$ cat src/rtl/bus_arb_pkg.sv
// bus_arb_pkg: constants, FSM state encoding and lane-select helpers shared
// by the two-master bus arbiter (bus_arb2) and its round-robin picker (rr_pick2).
package bus_arb_pkg;

  localparam int unsigned NUM_MASTERS = 2;
  localparam int unsigned ADDR_W      = 32;
  localparam int unsigned DATA_W      = 32;
  localparam int unsigned STRB_W      = DATA_W / 8;
  localparam int unsigned CNT_W       = 16;

  localparam logic [DATA_W-1:0] ERR_DATA_DEFAULT = 32'hDEAD_BEEF;

  typedef enum logic [0:0] {
    StIdle = 1'b0,
    StBusy = 1'b1
  } arb_state_e;

  // Select one 32-bit lane of a packed two-master bus by a one-hot select.
  // A zero select yields zero, which is what the idle downstream port needs.
  function automatic logic [31:0] lane32(input logic [63:0] bus, input logic [1:0] sel);
    return ({32{sel[0]}} & bus[31:0]) | ({32{sel[1]}} & bus[63:32]);
  endfunction

  function automatic logic [3:0] lane4(input logic [7:0] bus, input logic [1:0] sel);
    return ({4{sel[0]}} & bus[3:0]) | ({4{sel[1]}} & bus[7:4]);
  endfunction

endpackage

$ cat src/rtl/rr_pick2.sv
// rr_pick2: two-way round-robin winner selection.
//   req  [1:0] in  : request per master
//   last [1:0] in  : one-hot master granted most recently
//   win  [1:0] out : one-hot winner, 0 when nothing requests
// On a tie the master that was not granted most recently wins.
module rr_pick2 (
  input  logic [1:0] req,
  input  logic [1:0] last,
  output logic [1:0] win
);

  always_comb begin
    win = 2'b00;
    unique case (req)
      2'b01:   win = 2'b01;
      2'b10:   win = 2'b10;
      2'b11:   win = (last == 2'b01) ? 2'b10 : 2'b01;
      default: win = 2'b00;
    endcase
  end

endmodule

$ cat src/rtl/bus_arb2.sv
// bus_arb2: two-master to one-slave arbiter with picorv32-native handshakes.
//
// Ports:
//   clk, reset_l_in          : clock, asynchronous active-low reset
//   m_valid/m_addr/m_wdata/m_wstrb : packed master requests (master i in lane i)
//   m_rdata, m_ready         : shared read data, per-master completion strobe
//   s_valid/s_addr/s_wdata/s_wstrb : downstream request
//   s_rdata, s_ready         : downstream response
//   grant                    : one-hot owner of the downstream port, 0 when idle
//   timeout_err              : sticky forced-completion flag
//
// Optional feature: define BUS_ARB_TIMEOUT_EN to enable the transaction
// watchdog (TIMEOUT cycles, then completion with ERR_DATA). Without it BUSY
// waits indefinitely and timeout_err is tied low.
module bus_arb2
  import bus_arb_pkg::*;
#(
  parameter int unsigned       TIMEOUT  = 255,
  parameter logic [DATA_W-1:0] ERR_DATA = ERR_DATA_DEFAULT
) (
  input  logic                            clk,
  input  logic                            reset_l_in,
  input  logic [NUM_MASTERS-1:0]          m_valid,
  input  logic [NUM_MASTERS*ADDR_W-1:0]   m_addr,
  input  logic [NUM_MASTERS*DATA_W-1:0]   m_wdata,
  input  logic [NUM_MASTERS*STRB_W-1:0]   m_wstrb,
  output logic [DATA_W-1:0]               m_rdata,
  output logic [NUM_MASTERS-1:0]          m_ready,
  output logic                            s_valid,
  output logic [ADDR_W-1:0]               s_addr,
  output logic [DATA_W-1:0]               s_wdata,
  output logic [STRB_W-1:0]               s_wstrb,
  input  logic [DATA_W-1:0]               s_rdata,
  input  logic                            s_ready,
  output logic [NUM_MASTERS-1:0]          grant,
  output logic                            timeout_err
);

  // Reset release is synchronised; arbitration is held off until it lands.
  logic [1:0] r_sync;
  logic       w_run;

  always_ff @(posedge clk or negedge reset_l_in) begin
    if (!reset_l_in) begin
      r_sync <= 2'b00;
    end else begin
      r_sync <= {r_sync[0], 1'b1};
    end
  end

  assign w_run = r_sync[1];

  arb_state_e       r_state;
  arb_state_e       w_state_d;
  logic [1:0]       r_grant;
  logic [1:0]       w_grant_d;
  logic [1:0]       r_last;
  logic [1:0]       w_last_d;
  logic [1:0]       w_win;
  logic             w_busy;
  logic             w_g_valid;
  logic             w_done;
  logic             w_abort;
  logic             w_tout;
  logic             w_release;

  rr_pick2 u_rr_pick2 (
    .req  (m_valid),
    .last (r_last),
    .win  (w_win)
  );

  assign w_busy    = (r_state == StBusy);
  assign w_g_valid = |(m_valid & r_grant);
  // Slave response wins over both abort and timeout in the same cycle.
  assign w_done    = w_busy && s_ready;
  assign w_abort   = w_busy && !s_ready && !w_g_valid;
  assign w_release = w_done || w_abort || w_tout;

`ifdef BUS_ARB_TIMEOUT_EN
  localparam logic [CNT_W-1:0] TimeoutCnt = CNT_W'(TIMEOUT);

  logic [CNT_W-1:0] r_cnt;
  logic [CNT_W-1:0] w_cnt_d;
  logic             r_timeout_err;

  assign w_tout = w_busy && w_g_valid && !s_ready && (r_cnt == TimeoutCnt);

  // Held at zero while idle so it starts from zero on entering BUSY.
  always_comb begin
    w_cnt_d = r_cnt;
    if (!w_busy) begin
      w_cnt_d = '0;
    end else if (!s_ready) begin
      w_cnt_d = r_cnt + 16'd1;
    end
  end

  always_ff @(posedge clk or negedge reset_l_in) begin
    if (!reset_l_in) begin
      r_cnt         <= '0;
      r_timeout_err <= 1'b0;
    end else begin
      r_cnt         <= w_cnt_d;
      r_timeout_err <= r_timeout_err | w_tout;
    end
  end

  assign timeout_err = r_timeout_err;
`else
  logic [CNT_W-1:0] w_unused_timeout;

  assign w_unused_timeout = CNT_W'(TIMEOUT);
  assign w_tout           = 1'b0;
  assign timeout_err      = 1'b0;
`endif

  // State register.
  always_ff @(posedge clk or negedge reset_l_in) begin
    if (!reset_l_in) begin
      r_state <= StIdle;
      r_grant <= 2'b00;
      r_last  <= 2'b10;
    end else begin
      r_state <= w_state_d;
      r_grant <= w_grant_d;
      r_last  <= w_last_d;
    end
  end

  // Next state. Completion always lands in IDLE, which guarantees the
  // one idle cycle between consecutive grants.
  always_comb begin
    w_state_d = r_state;
    w_grant_d = r_grant;
    w_last_d  = r_last;
    unique case (r_state)
      StIdle: begin
        if (w_run && (|m_valid)) begin
          w_state_d = StBusy;
          w_grant_d = w_win;
          w_last_d  = w_win;
        end
      end
      StBusy: begin
        if (w_release) begin
          w_state_d = StIdle;
          w_grant_d = 2'b00;
        end
      end
      default: begin
        w_state_d = StIdle;
        w_grant_d = 2'b00;
      end
    endcase
  end

  // Outputs. Everything is gated by BUSY so an asynchronous reset
  // silences the downstream port and completion strobes immediately.
  always_comb begin
    s_valid = 1'b0;
    s_addr  = '0;
    s_wdata = '0;
    s_wstrb = '0;
    m_ready = 2'b00;
    m_rdata = '0;
    if (w_busy) begin
      s_valid = w_g_valid && !w_tout;
      s_addr  = lane32(m_addr, r_grant);
      s_wdata = lane32(m_wdata, r_grant);
      s_wstrb = lane4(m_wstrb, r_grant);
      if (w_done) begin
        m_ready = r_grant;
        m_rdata = s_rdata;
      end else if (w_tout) begin
        m_ready = r_grant;
        m_rdata = ERR_DATA;
      end
    end
  end

  assign grant = r_grant;

endmodule

$ cat config.mk
export PLATFORM = sky130hd
export DESIGN_NAME = bus_arb2
export DESIGN_NICKNAME = d
export VERILOG_FILES = /design/src/rtl/bus_arb_pkg.sv /design/src/rtl/rr_pick2.sv /design/src/rtl/bus_arb2.sv
export SDC_FILE = /design/constraint.sdc
export NUM_CORES = 1
export LEC_CHECK = 0
export ABC_CLOCK_PERIOD_IN_PS = 1000
export CELL_PAD_IN_SITES_DETAIL_PLACEMENT = 2
export CELL_PAD_IN_SITES_GLOBAL_PLACEMENT = 2
export CORE_MARGIN = 1
export CORE_UTILIZATION = 10
export CTS_CLUSTER_DIAMETER = 60
export DETAILED_ROUTE_END_ITERATION = 7
export PLACE_DENSITY = 0.95
export SYNTH_ARGS = -nofsm -noshare
export SYNTH_HDL_FRONTEND = slang
export SYNTH_SLANG_ARGS = --single-unit
$ cat constraint.sdc
create_clock -name clk -period 1 [get_ports clk]
set_input_delay 0.15 -clock clk [delete_from_list [all_inputs] [get_ports clk]]
set_output_delay 0.15 -clock clk [all_outputs]
set_load 0.03 [all_outputs]
# Yosys cells after proc, flatten, opt, wreduce, memory -nomap -nowiden

Cells that the tools add are included.

Multiplexer cells: 16
Reductions and logical operators: 11
Bitwise operators: 11
Equal/unequal tests: 6

Operators with widths:

| operator                                      | number |
|---|---|
| AND 32 bit                                    | 4 |
| two-way mux 32 bit                            | 4 |
| OR 32 bit                                     | 2 |
| two-way mux 2 bit                             | 5 |
| AND 4 bit                                     | 2 |
| one-hot mux 2 bit (3 select lines)            | 1 |
| == test 2 x 1 -> 1 bit, second input constant | 2 |
| == test 2 bit, second input constant          | 2 |
| logical AND 1 bit                             | 4 |
| two-way mux 4 bit                             | 1 |
| OR 4 bit                                      | 1 |
| one-hot mux 2 bit (2 select lines)            | 1 |
| AND reduction 2 bit                           | 2 |
| OR reduction 2 bit                            | 2 |
| two-way mux 1 bit                             | 3 |
| AND 2 bit                                     | 1 |
| zero test 1 bit                               | 2 |
| != test 2 x 1 -> 1 bit, second input constant | 1 |
| != test 2 bit, second input constant          | 1 |
| one-hot mux 1 bit (2 select lines)            | 1 |
| logical OR 1 bit                              | 1 |
| NOT 1 bit                                     | 1 |

Bits in registers: 7
Word-level logic and storage cells: 48
Input port bits: 173

# Longest topological paths before layout

Word-level depth: 7
Gate-level depth with buffers: 4

# Hierarchy

A second synthesis with hierarchy kept.

Cell total of the unflattened synthesis: 226
Area total of the unflattened synthesis: 1682.9 um^2

Modules (own cells, without submodules):

| module   | area each (um^2) | cells each | instances |
|---|---|---|---|
| bus_arb2 | 1652.8           | 222        | 1 |
| rr_pick2 | 30.0             | 4          | 1 |

# Least setup slack after synthesis

No wires, ideal clock.

Path type: register -> output
Start point: register r_grant[1] (netlist: grant[1])
End point: output s_addr[0]
Cell stages (with the launch flop): 5
Required time: 850 ps
Buffers on the path: 2
Data arrival time: 1415 ps
Slack: -565 ps
Cells stage by stage: dfrtp_1 buf_2 buf_2 a22oi_1 nor2b_1

Word-level cells in the longest chain between the ends: 3

Ends and longest elaborated chain:

| element                | line              | source |
|---|---|---|
| from (decl)            | bus_arb2.sv:55    | `logic [1:0] r_grant;` |
| from (signal assigned) | bus_arb2.sv:126   | `r_grant <= w_grant_d;` |
| AND 32 bit             | bus_arb_pkg.sv:21 | `return ({32{sel[0]}} & bus[31:0]) \| ({32{sel[1]}} & bus[63:32]);` |
| OR 32 bit              | bus_arb_pkg.sv:21 |  |
| two-way mux 32 bit     | bus_arb2.sv:167   | `if (w_busy) begin` |
| to (decl)              | bus_arb2.sv:30    | `output logic [ADDR_W-1:0] s_addr,` |

Every way passes these cells.

# Final worst setup path

Start point: register r_grant[0] (netlist: grant[0])
End point: output s_addr[30]

Same word-level chain as after synthesis.

==> out/results.ini <==
[cts]
clk_path_buf_depth = 2
cts.clk_slew.worst_paths_ns = 0.04
numClockSinks = 7
cts_hold_buf = 0
cts_tree = built
clk_latency_ns = 0.24
cts_max_level = 1
cts_root_buffer = clkbuf_16
cts_made_buffers = 3

[grt]
use_met1 = 0.1404
antenna_found_initial = 0
grt_usage = 0.1479
grt_pass1_wl_um = 19010
grt_max_degree = 42
overflow = 0
busiest_layer = met2
first_global_vias = 3333
grt_use_met3 = 0.03813
met2_usage = 0.3095

[floorplanning]
die-area_um2 = 16890
rows = 46
die_x_um = 130.0
start_util = 0.1027
die_h_um = 130.0
io_pins = 279
coreArea_um2 = 15940

[setup_path]
rrSetupSlack_ns = -0.42
slowest_delay_ns = 0.44
cp-end-kind = primary output
r2r_cells = 5
arrival_ns = 1.46
crit_fanout = 8
r2r-start = r_state
crit_chain = buf_6 -> clkbuf_16 -> a22oi_2 -> nor2b_4 -> buf_6
crit_path_top_delay_cell = dfrtp_2
cp-start-kind = flip-flop
crit_type = flip-flop to primary output
required_ns = 0.85
r2r-end = grant[1]
cp_common_cell = buf_6

[power_and_ir_drop]
power.internal_mw = 5.876
switchingPower_mw = 5.570
switching_share = 0.4867
pwr_density_cell_nw_per_um2 = 2010
peakVddDrop_v = 0.0008263
p_leak_nw = 2.214
clkPwrFrac = 0.062
p_seq_frac = 0.046
combPwrFrac = 0.892

[place]
hpwl_um = 10300
place_congestion = 0.6928
portBuffers = 277

[routing]
drc = 0
routed_via_density = 4.307
drt-pass1-iter-count = 4
dr.first_iter.drc_count = 69
via_count = 3127
wire_per_inst_um = 22.27
ant_nets = 0
wl_um = 16170

[synthesis]
synth_xor_area_frac = 0
synthesis.nets = 401
syn_inst = 228
synth-simple-area-share = 0.4141
synth_cell_types = 23
synth_top_area_share = 0.3209
yosys_register_bits = 7
syn_area_um2 = 1638
synth-compound-area-share = 0.3568
synth_top_area_cell = a22oi_1
synth_top_family_by_area = simple AND/OR/NAND/NOR gates
yosys_warnings = 0
synthMuxAreaShare = 0
netlist_top_cells_area = a22oi_1 (32%), nor2b_1 (26%), and3_1 (13%), dfrtp_1 (9.2%), buf_2 (4.6%)
avgSynthCellArea_um2 = 7.183
ys_seq_area_frac = 0.1077
synth-adder-area-share = 0

[final_layout]
fillers = 1715
finalNetCount = 684
diodes = 0
layout-drive-gt1-share = 0.5686
final_util = 0.3572
synthToLayoutAreaGrowth_pct = 247.7

[timing]
setup_viol = 110
clock_skew_ns = 0.0005268
finalSetupTns_ns = -54.06
finalCriticalPeriod_ns = 1.606
hold_viol_final = 0
grt_setup_unrepaired = yes
slew_violations = 0
fmax_mhz = 622.6
final.period_utilization = 1.606
worst_slack_ns = -0.6061

[run]
cap_violations = 0

[min_path]
min_path_type = input pin to async pin

[outcome]
status = finished, violations left
violations = setup timing

state kept, by name, summed over array words and instances, names as in the netlist:
register	flops
grant	2
r_last	2
r_sync	2
r_state	1
logic make-up after synthesis:
kind of cell,count (synthesis)
buf+inv,33
other cells,2
simple gates,108
compound gates,78
flops,7
power groups by stage:
stage | Combinational [mW] | Sequential, mW | Clock [mW]
CTS | 8.40 | 0.529 | 0.694
floorplan | 4.96 | 0.530 | 0
global placement | 7.52 | 0.499 | 0
detailed placement | 7.83 | 0.516 | 0
global route | 10.7 | 0.532 | 0.745
finish | 10.2 | 0.529 | 0.706
through the flow:
stage          worst slack [ns]  instances  power, mW  instance area [µm²]  hold WS (ns)
2_1_floorplan           -0.3224        228      5.490                 2018       -0.1456
3_3_place_gp            -0.4057        701      8.016                 4817        0.3326
3_5_place_dp            -0.4129        701      8.350                 4817        0.3478
4_1_cts                 -0.5326        706      9.624                 5149        0.1910
5_1_grt                 -0.6405        726      11.97                 5695        0.2294
6_report                -0.6061        726      11.45                 5695        0.2093
layout make-up:
class	count	area [µm²]	share of cell area
timing repair buffer	309	3332	0.5850
multi-input combinational	188	1824	0.3203
tap	216	270.3	0.04745
sequential	7	180.2	0.03163
clock buffer	4	78.83	0.01384
inverter	2	10.01	0.001757
cell usage after synthesis, drive strengths merged:
cell type / instances
nand3b: 2
o21ai: 2
a21oi: 2
a31o: 1
inv: 2
clkbuf: 9
a21o: 1
buf: 22
dfstp: 1
a22oi: 70
nand2: 1
nor2b: 68
conb: 2
or2: 1
nand2b: 2
dfrtp: 6
a22o: 1
and3: 34
a31oi: 1
worst max path at each step:
stage                from     endpoint  slack [ns]  depth (start not counted)
2_1_floorplan    grant[0]    s_addr[0]       -0.32                          4
3_3_place_gp   m_valid[1]     grant[1]       -0.41                          4
3_5_place_dp   m_valid[1]     grant[1]       -0.41                          4
4_1_cts          grant[0]  s_wdata[13]       -0.53                          4
5_1_grt          grant[0]   s_addr[30]       -0.64                          5
6_report         grant[0]   s_addr[30]       -0.61                          5
worst max-delay path: cells and delay by family (launching register included):
kind,cells,cell delay [ns]
buffers and inverters,3,0.46
DFF,1,0.44
and+or+nand+nor,1,0.07
AOI/OAI and AO/OA,1,0.24
repair_timing:
action | in CTS | in global routing
cloned | 1 | 12
resized for setup | 53 | 55
setup buffers | 0 | 8
setup endpoints to repair | 110 | 110
pin swaps | 17 | 16
layout by cell type, fill, tap and decap left out, types with 2 or more instances in the layout:
cell	count
conb_1	2
buf_12	16
buf_6	59
clkdlybuf4s50_1	171
a22oi_2	37
a22oi_1	33
dfrtp_1	3
nand3b_1	2
dfrtp_2	3
nor2b_2	67
nand2b_1	2
clkbuf_16	10
buf_8	2
and3_4	33
buf_4	52
per-layer routing:
| metal | vias up | wire length [µm] | part of all wire |
|---|---|---|---|
| met4 | 0 | 368 | 0.023 |
| met3 | 24 | 1163 | 0.072 |
| li1 | 1405 | - | - |
| met1 | 1520 | 5476 | 0.34 |
| met5 | - | 0 | 0 |
| met2 | 178 | 9157 | 0.57 |
Note: power is estimated with default switching activity, not from simulation.
